<file path="config.mk">
export PLATFORM = sky130hd
export DESIGN_NAME = dkong_pal_loader
export DESIGN_NICKNAME = d
export VERILOG_FILES = /design/src/rtl/dkong_pal_loader.sv
export SDC_FILE = /design/constraint.sdc
export NUM_CORES = 1
export LEC_CHECK = 0
export CORE_UTILIZATION = 58
export CTS_CLUSTER_DIAMETER = 120
export DETAILED_ROUTE_END_ITERATION = 16
export PLACE_DENSITY = 0.81
export RECOVER_POWER = 50
export SLEW_MARGIN = 5
export SYNTH_ARGS = -nofsm -noshare
export SYNTH_HDL_FRONTEND = slang
export SYNTH_SLANG_ARGS = --single-unit
</file>
<file path="constraint.sdc">
create_clock -name CLK_12M -period 7.1 [get_ports CLK_12M]
set_input_delay 1.42 -clock CLK_12M [delete_from_list [all_inputs] [get_ports CLK_12M]]
set_output_delay 1.42 -clock CLK_12M [all_outputs]
set_load 0.01 [all_outputs]
</file>
<file path="src/rtl/dkong_pal_loader.sv">
// Palette download writer: filters the ROM-download stream to the palette window,
// buffers accepted bytes and replays them into RAMs 2E/2F with a setup/strobe/hold write.
module dkong_pal_loader #(
  parameter logic [24:0] PAL_BASE   = 25'h0_4000,
  parameter int          FIFO_DEPTH = 4
) (
  input  logic        CLK_12M,
  input  logic        I_RST,
  input  logic        I_DL_ACTIVE,
  input  logic        I_DL_WR,
  input  logic [24:0] I_DL_ADDR,
  input  logic [7:0]  I_DL_DATA,
  output logic        O_DL_WAIT,
  output logic [7:0]  O_CNF_A,
  output logic [7:0]  O_CNF_D,
  output logic        O_CNF_EN,
  output logic        O_WE2,
  output logic        O_WE3,
  output logic        O_DONE,
  output logic [9:0]  O_CNT,
  output logic [15:0] O_SUM,
  output logic        O_OVF
);

  localparam int AW = $clog2(FIFO_DEPTH);
  localparam int CW = AW + 1;

  typedef enum logic [1:0] {IDLE, SETUP, STROBE, HOLD} state_t;

  // FIFO entry layout: {bank select, ram address, data}
  logic [16:0]   mem_q [FIFO_DEPTH];
  logic [AW-1:0] wr_ptr_q, wr_ptr_d;
  logic [AW-1:0] rd_ptr_q, rd_ptr_d;
  logic [CW-1:0] count_q, count_d;

  state_t        state_q, state_d;
  logic [7:0]    a_q, a_d;
  logic [7:0]    d_q, d_d;
  logic          sel_q, sel_d;
  logic          we2_q, we2_d;
  logic          we3_q, we3_d;
  logic          en_q, en_d;
  logic          done_q, done_d;
  logic          wait_q, wait_d;
  logic [9:0]    cnt_q, cnt_d;
  logic [15:0]   sum_q, sum_d;
  logic          ovf_q, ovf_d;
  logic          act_q;

  logic [24:0]   off;
  logic          accept;
  logic          rise;
  logic          fifo_empty;
  logic          fifo_full;
  logic          push;
  logic          pop;
  logic          drop;
  logic [16:0]   head;
  logic [9:0]    cnt_base;
  logic [15:0]   sum_base;

  always_comb begin
    off        = I_DL_ADDR - PAL_BASE;
    accept     = I_DL_WR & I_DL_ACTIVE & (off < 25'd512);
    rise       = I_DL_ACTIVE & ~act_q;
    fifo_empty = (count_q == '0);
    fifo_full  = (count_q == CW'(FIFO_DEPTH));
    head       = mem_q[rd_ptr_q];

    state_d = state_q;
    a_d     = a_q;
    d_d     = d_q;
    sel_d   = sel_q;
    we2_d   = 1'b0;
    we3_d   = 1'b0;
    pop     = 1'b0;

    unique case (state_q)
      IDLE: begin
        if (!fifo_empty) begin
          pop     = 1'b1;
          state_d = SETUP;
        end
      end
      SETUP: begin
        state_d = STROBE;
        we2_d   = ~sel_q;
        we3_d   = sel_q;
      end
      STROBE: state_d = HOLD;
      HOLD: begin
        if (!fifo_empty) begin
          pop     = 1'b1;
          state_d = SETUP;
        end else begin
          state_d = IDLE;
        end
      end
      default: state_d = IDLE;
    endcase

    if (pop) begin
      {sel_d, a_d, d_d} = head;
    end

    // A full FIFO still takes a byte when the FSM pops in the same cycle.
    push = accept & (~fifo_full | pop);
    drop = accept & fifo_full & ~pop;

    wr_ptr_d = push ? wr_ptr_q + AW'(1) : wr_ptr_q;
    rd_ptr_d = pop  ? rd_ptr_q + AW'(1) : rd_ptr_q;
    count_d  = count_q;
    if (push && !pop) begin
      count_d = count_q + CW'(1);
    end else if (pop && !push) begin
      count_d = count_q - CW'(1);
    end
    wait_d = (count_d >= CW'(FIFO_DEPTH - 1));

    // Writes still in flight across a new download count into the new totals.
    cnt_base = rise ? 10'd0 : cnt_q;
    sum_base = rise ? 16'd0 : sum_q;
    cnt_d    = cnt_base;
    sum_d    = sum_base;
    if (state_q == STROBE) begin
      cnt_d = (cnt_base == 10'd1023) ? cnt_base : cnt_base + 10'd1;
      sum_d = sum_base + {8'd0, d_q};
    end
    ovf_d = (rise ? 1'b0 : ovf_q) | drop;

    en_d   = en_q;
    done_d = 1'b0;
    if (accept) begin
      en_d = 1'b1;
    end else if (en_q && state_q == IDLE && fifo_empty && !I_DL_ACTIVE) begin
      en_d   = 1'b0;
      done_d = 1'b1;
    end
  end

  always_ff @(posedge CLK_12M) begin
    if (I_RST) begin
      state_q  <= IDLE;
      wr_ptr_q <= '0;
      rd_ptr_q <= '0;
      count_q  <= '0;
      a_q      <= 8'd0;
      d_q      <= 8'd0;
      sel_q    <= 1'b0;
      we2_q    <= 1'b0;
      we3_q    <= 1'b0;
      en_q     <= 1'b0;
      done_q   <= 1'b0;
      wait_q   <= 1'b0;
      cnt_q    <= 10'd0;
      sum_q    <= 16'd0;
      ovf_q    <= 1'b0;
      act_q    <= 1'b0;
    end else begin
      state_q  <= state_d;
      wr_ptr_q <= wr_ptr_d;
      rd_ptr_q <= rd_ptr_d;
      count_q  <= count_d;
      a_q      <= a_d;
      d_q      <= d_d;
      sel_q    <= sel_d;
      we2_q    <= we2_d;
      we3_q    <= we3_d;
      en_q     <= en_d;
      done_q   <= done_d;
      wait_q   <= wait_d;
      cnt_q    <= cnt_d;
      sum_q    <= sum_d;
      ovf_q    <= ovf_d;
      act_q    <= I_DL_ACTIVE;
    end
  end

  always_ff @(posedge CLK_12M) begin
    if (push) begin
      mem_q[wr_ptr_q] <= {off[8], off[7:0], I_DL_DATA};
    end
  end

  assign O_DL_WAIT = wait_q;
  assign O_CNF_A   = a_q;
  assign O_CNF_D   = d_q;
  assign O_CNF_EN  = en_q;
  assign O_WE2     = we2_q;
  assign O_WE3     = we3_q;
  assign O_DONE    = done_q;
  assign O_CNT     = cnt_q;
  assign O_SUM     = sum_q;
  assign O_OVF     = ovf_q;

endmodule

</file>
==> flow_summary.yaml <==
yosys:
  synth.yosys.warnings: 0
  synth_area_leaders: "edfxtp_1 (37%), dfxtp_1 (22%), mux4_2 (7.0%), ha_1 (5.0%), nand2_1 (3.8%)"
  synth.top_cell.area_share_pct: 37.2
  ys_top_cells_by_count: "edfxtp_1 (68), dfxtp_1 (59), nand2_1 (56)"
  netlist_area_mm2: 0.00548
  synthArstFlopShare_pct: 0
  seq_area_frac_synth_pct: 58.8
  synth.avg_cell_area_um2: 12.2
  synthCells: 449
  synth_area_leader_cell: "edfxtp_1"
  synth_edf_count: 68
  synth_nets: 509
  synth_cell_types: 51
  ys_ff_latch: 127
  synthFlopType: "edfxtp_1"
  yosysMostFrequentCell: "edfxtp_1"
worst_hold_path:
  hold_class: "flip-flop to flip-flop"
  holdPathStages: 2
  hp-start: "O_CNF_A[1]"
  holdPathEnd: "O_CNF_A[1]"
clock_tree:
  cts_made_buffers: 17
  clk_latency_ns: 0.52
  cts_htree_levels: 4
  path_clk_slew_ns: 0.06
  cts_resized: 0
  cts.sinks: 127
  clockRootBuffer: "clkbuf_8"
  holdBufCountCts: 0
  cts_setup_buffers: 0
  clock_path_buffers: 2
  cts_tree: "built"
critical_path:
  critical_path.cell_chain: "clkdlybuf4s50_1, nand2b_1, and2_1, ha_1, inv_1, fa_1, nor2b_1, o2111ai_1, a31oi_1, nand2_1, xnor2_1, nor2_1"
  rrSetupSlack_ns: 4.01
  cp.required_ns: 7.41
  crit_slowest_cell: "nand2b_1"
  crit_arrival_ns: 4.43
  critPathMaxFanout: 25
  r2r-end: "O_SUM[8]"
  crit_path_start_kind: "primary input"
  crit_path_max_incr_delay_ns: 0.64
  rr_startpoint: "act_q"
  critical_path_class: "primary input to flip-flop"
  r2r_cells: 11
  end_kind: "flip-flop"
power:
  p_per_area_mw_per_mm2: 328
  leakage_nw: 2.57
  vdd_ir_drop_max_mv: 0.210
layout:
  drive_gt1_share_pct: 11.5
  num-fill-cells: 593
  n_antenna_cell: 0
  fin_nets: 595
  area_growth_pct: 27.6
placed_design:
  dp_hpwl_um: 7310
  place_ws_ns: 2.52
  io_buffer_count: 84
  place_congestion: 0.852
global_routing:
  overflow: 0
  grt_max_degree: 53
  grt_pass1_wl_um: 18000
  grt_pass1_vias: 3798
  grt_use_total_pct: 24.1
  antenna_found_initial: 0
timing:
  slew_violations: 53
  hold_viol: 0
  finalHoldWorstSlack_ns: 0.454
  clock_skew_ns: 0.0131
  fin_tns_setup_ns: 0
  final-setup-viol-count: 0
  fin_ws_ns: 2.99
  min_period_over_period_pct: 57.9
  tightest_slew_ns: 2.35
  min_period_ns: 4.11
  rsz0062_at_grt: "no"
  max_freq_mhz: 243
  slew-limit-headroom_pct: -56.7
route:
  post_drt_wl_per_cell_um: 16.9
  remaining_drc_errors: 0
  drt-initial-drc-count: 165
  ant_nets: 0
  via_per_inst: 5.62
  vias: 3705
  drt_wl_total_um: 11100
  firstDrtPassIters: 4
die:
  coreArea_mm2: 0.00920
  dieWidth_um: 99.2
  die-area_mm2: 0.00985
  pin_count: 85
  row_count: 35
  start_util_pct: 59.6
  die_y_um: 99.2
run_status:
  failed_checks: "capacitance limit, slew limit"
  outcome: "complete, but fails checks"
run:
  maxCapViolations: 1
==> state kept, by name (all words and copies together), names as in the netlist <==
name / count
O_WE3: 1
O_CNF_A: 8
O_DONE: 1
wr_ptr_q: 2
mem_q: 68
act_q: 1
O_CNF_EN: 1
O_DL_WAIT: 1
state_q: 2
O_OVF: 1
sel_q: 1
O_CNF_D: 8
O_WE2: 1
rd_ptr_q: 2
count_q: 3
O_SUM: 16
O_CNT: 10
==> layout by cell type, fill, tap and decap left out, drive strengths merged, types with 11 or more instances in the layout <==
master	count
a21oi	28
and2	14
clkbuf	18
clkdlybuf4s50	39
dfxtp	59
dlygate4sd3	44
edfxtp	68
ha	22
inv	23
mux4	17
nand2	56
nor2	41
xnor2	16
xor2	11
==> cell families (layout without fill, tap and decap cells) <==
family / count (synthesis) / count (layout) / share of synthesized area (%)
xor gates and xnor gates: 27 / 27 / 4.31
adders and majority gates: 23 / 23 / 5.38
buffers and inverters: 32 / 131 / 2.37
muxes: 29 / 29 / 9.22
DFF: 127 / 127 / 58.8
and+or+nand+nor: 159 / 159 / 14.3
AOI/OAI and AO/OA: 52 / 52 / 5.61
==> final cells by class <==
type / count / area, µm² / share of cell area (%)
Timing Repair Buffer: 86 / 850 / 12.1
Clock inverter: 15 / 190 / 2.72
Multi-Input combinational cell: 290 / 2130 / 30.5
Clock buffer: 17 / 414 / 5.92
Tap cell: 111 / 139 / 1.99
Inverter: 13 / 48.8 / 0.698
Sequential cell: 127 / 3220 / 46.1
==> how the worst max path moves through the flow <==
stage	from	to	slack, ns	depth (start not counted)
floorplan	I_DL_ACTIVE	O_SUM[10]	3.57	12
global placement	I_DL_ACTIVE	O_SUM[10]	2.64	12
detailed placement	I_DL_ACTIVE	O_SUM[10]	2.52	12
CTS	I_DL_ACTIVE	O_SUM[10]	3.07	12
global route	I_DL_ACTIVE	O_SUM[8]	2.77	12
finish	I_DL_ACTIVE	O_SUM[8]	2.99	12
==> stage by stage <==
| step | instance area, µm² | utilization [%] | cells | total power [mW] |
|---|---|---|---|---|
| finish | 7000 | 76.1 | 659 | 2.29 |
| global route | 7000 | 76.1 | 659 | 2.40 |
| CTS | 7000 | 76.1 | 659 | 2.32 |
| detailed placement | 6390 | 69.5 | 627 | 1.44 |
| global placement | 6390 | 69.5 | 627 | 1.41 |
| floorplan | 5480 | - | 449 | 1.23 |
==> worst max-delay path: cells and delay by family <==
kind                     cells  cell delay (ns)
AND/OR/NAND/NOR              5             1.21
adder cells (fa/ha/maj)      2             0.60
buffers and inverters        2             0.52
AO/OA/AOI/OAI                2             0.50
XOR/XNOR                     1             0.17
==> per-layer routing <==
layer | wire (µm) | vias up | global-route usage, % | share of wire [%]
li1 | - | 1791 | - | -
met1 | 4470 | 1794 | 27.4 | 40
met2 | 6100 | 114 | 44.1 | 55
met3 | 489 | 6 | 4.92 | 4.4
met4 | 85 | 0 | 9.95 | 0.76
met5 | 0 | - | 0 | 0
==> where the power goes <==
group | internal [mW] | switching [mW]
registers | 0.834 | 0.0570
logic | 0.242 | 0.278
clock network | 0.520 | 0.361
Note: power is estimated with default switching activity, not from simulation.
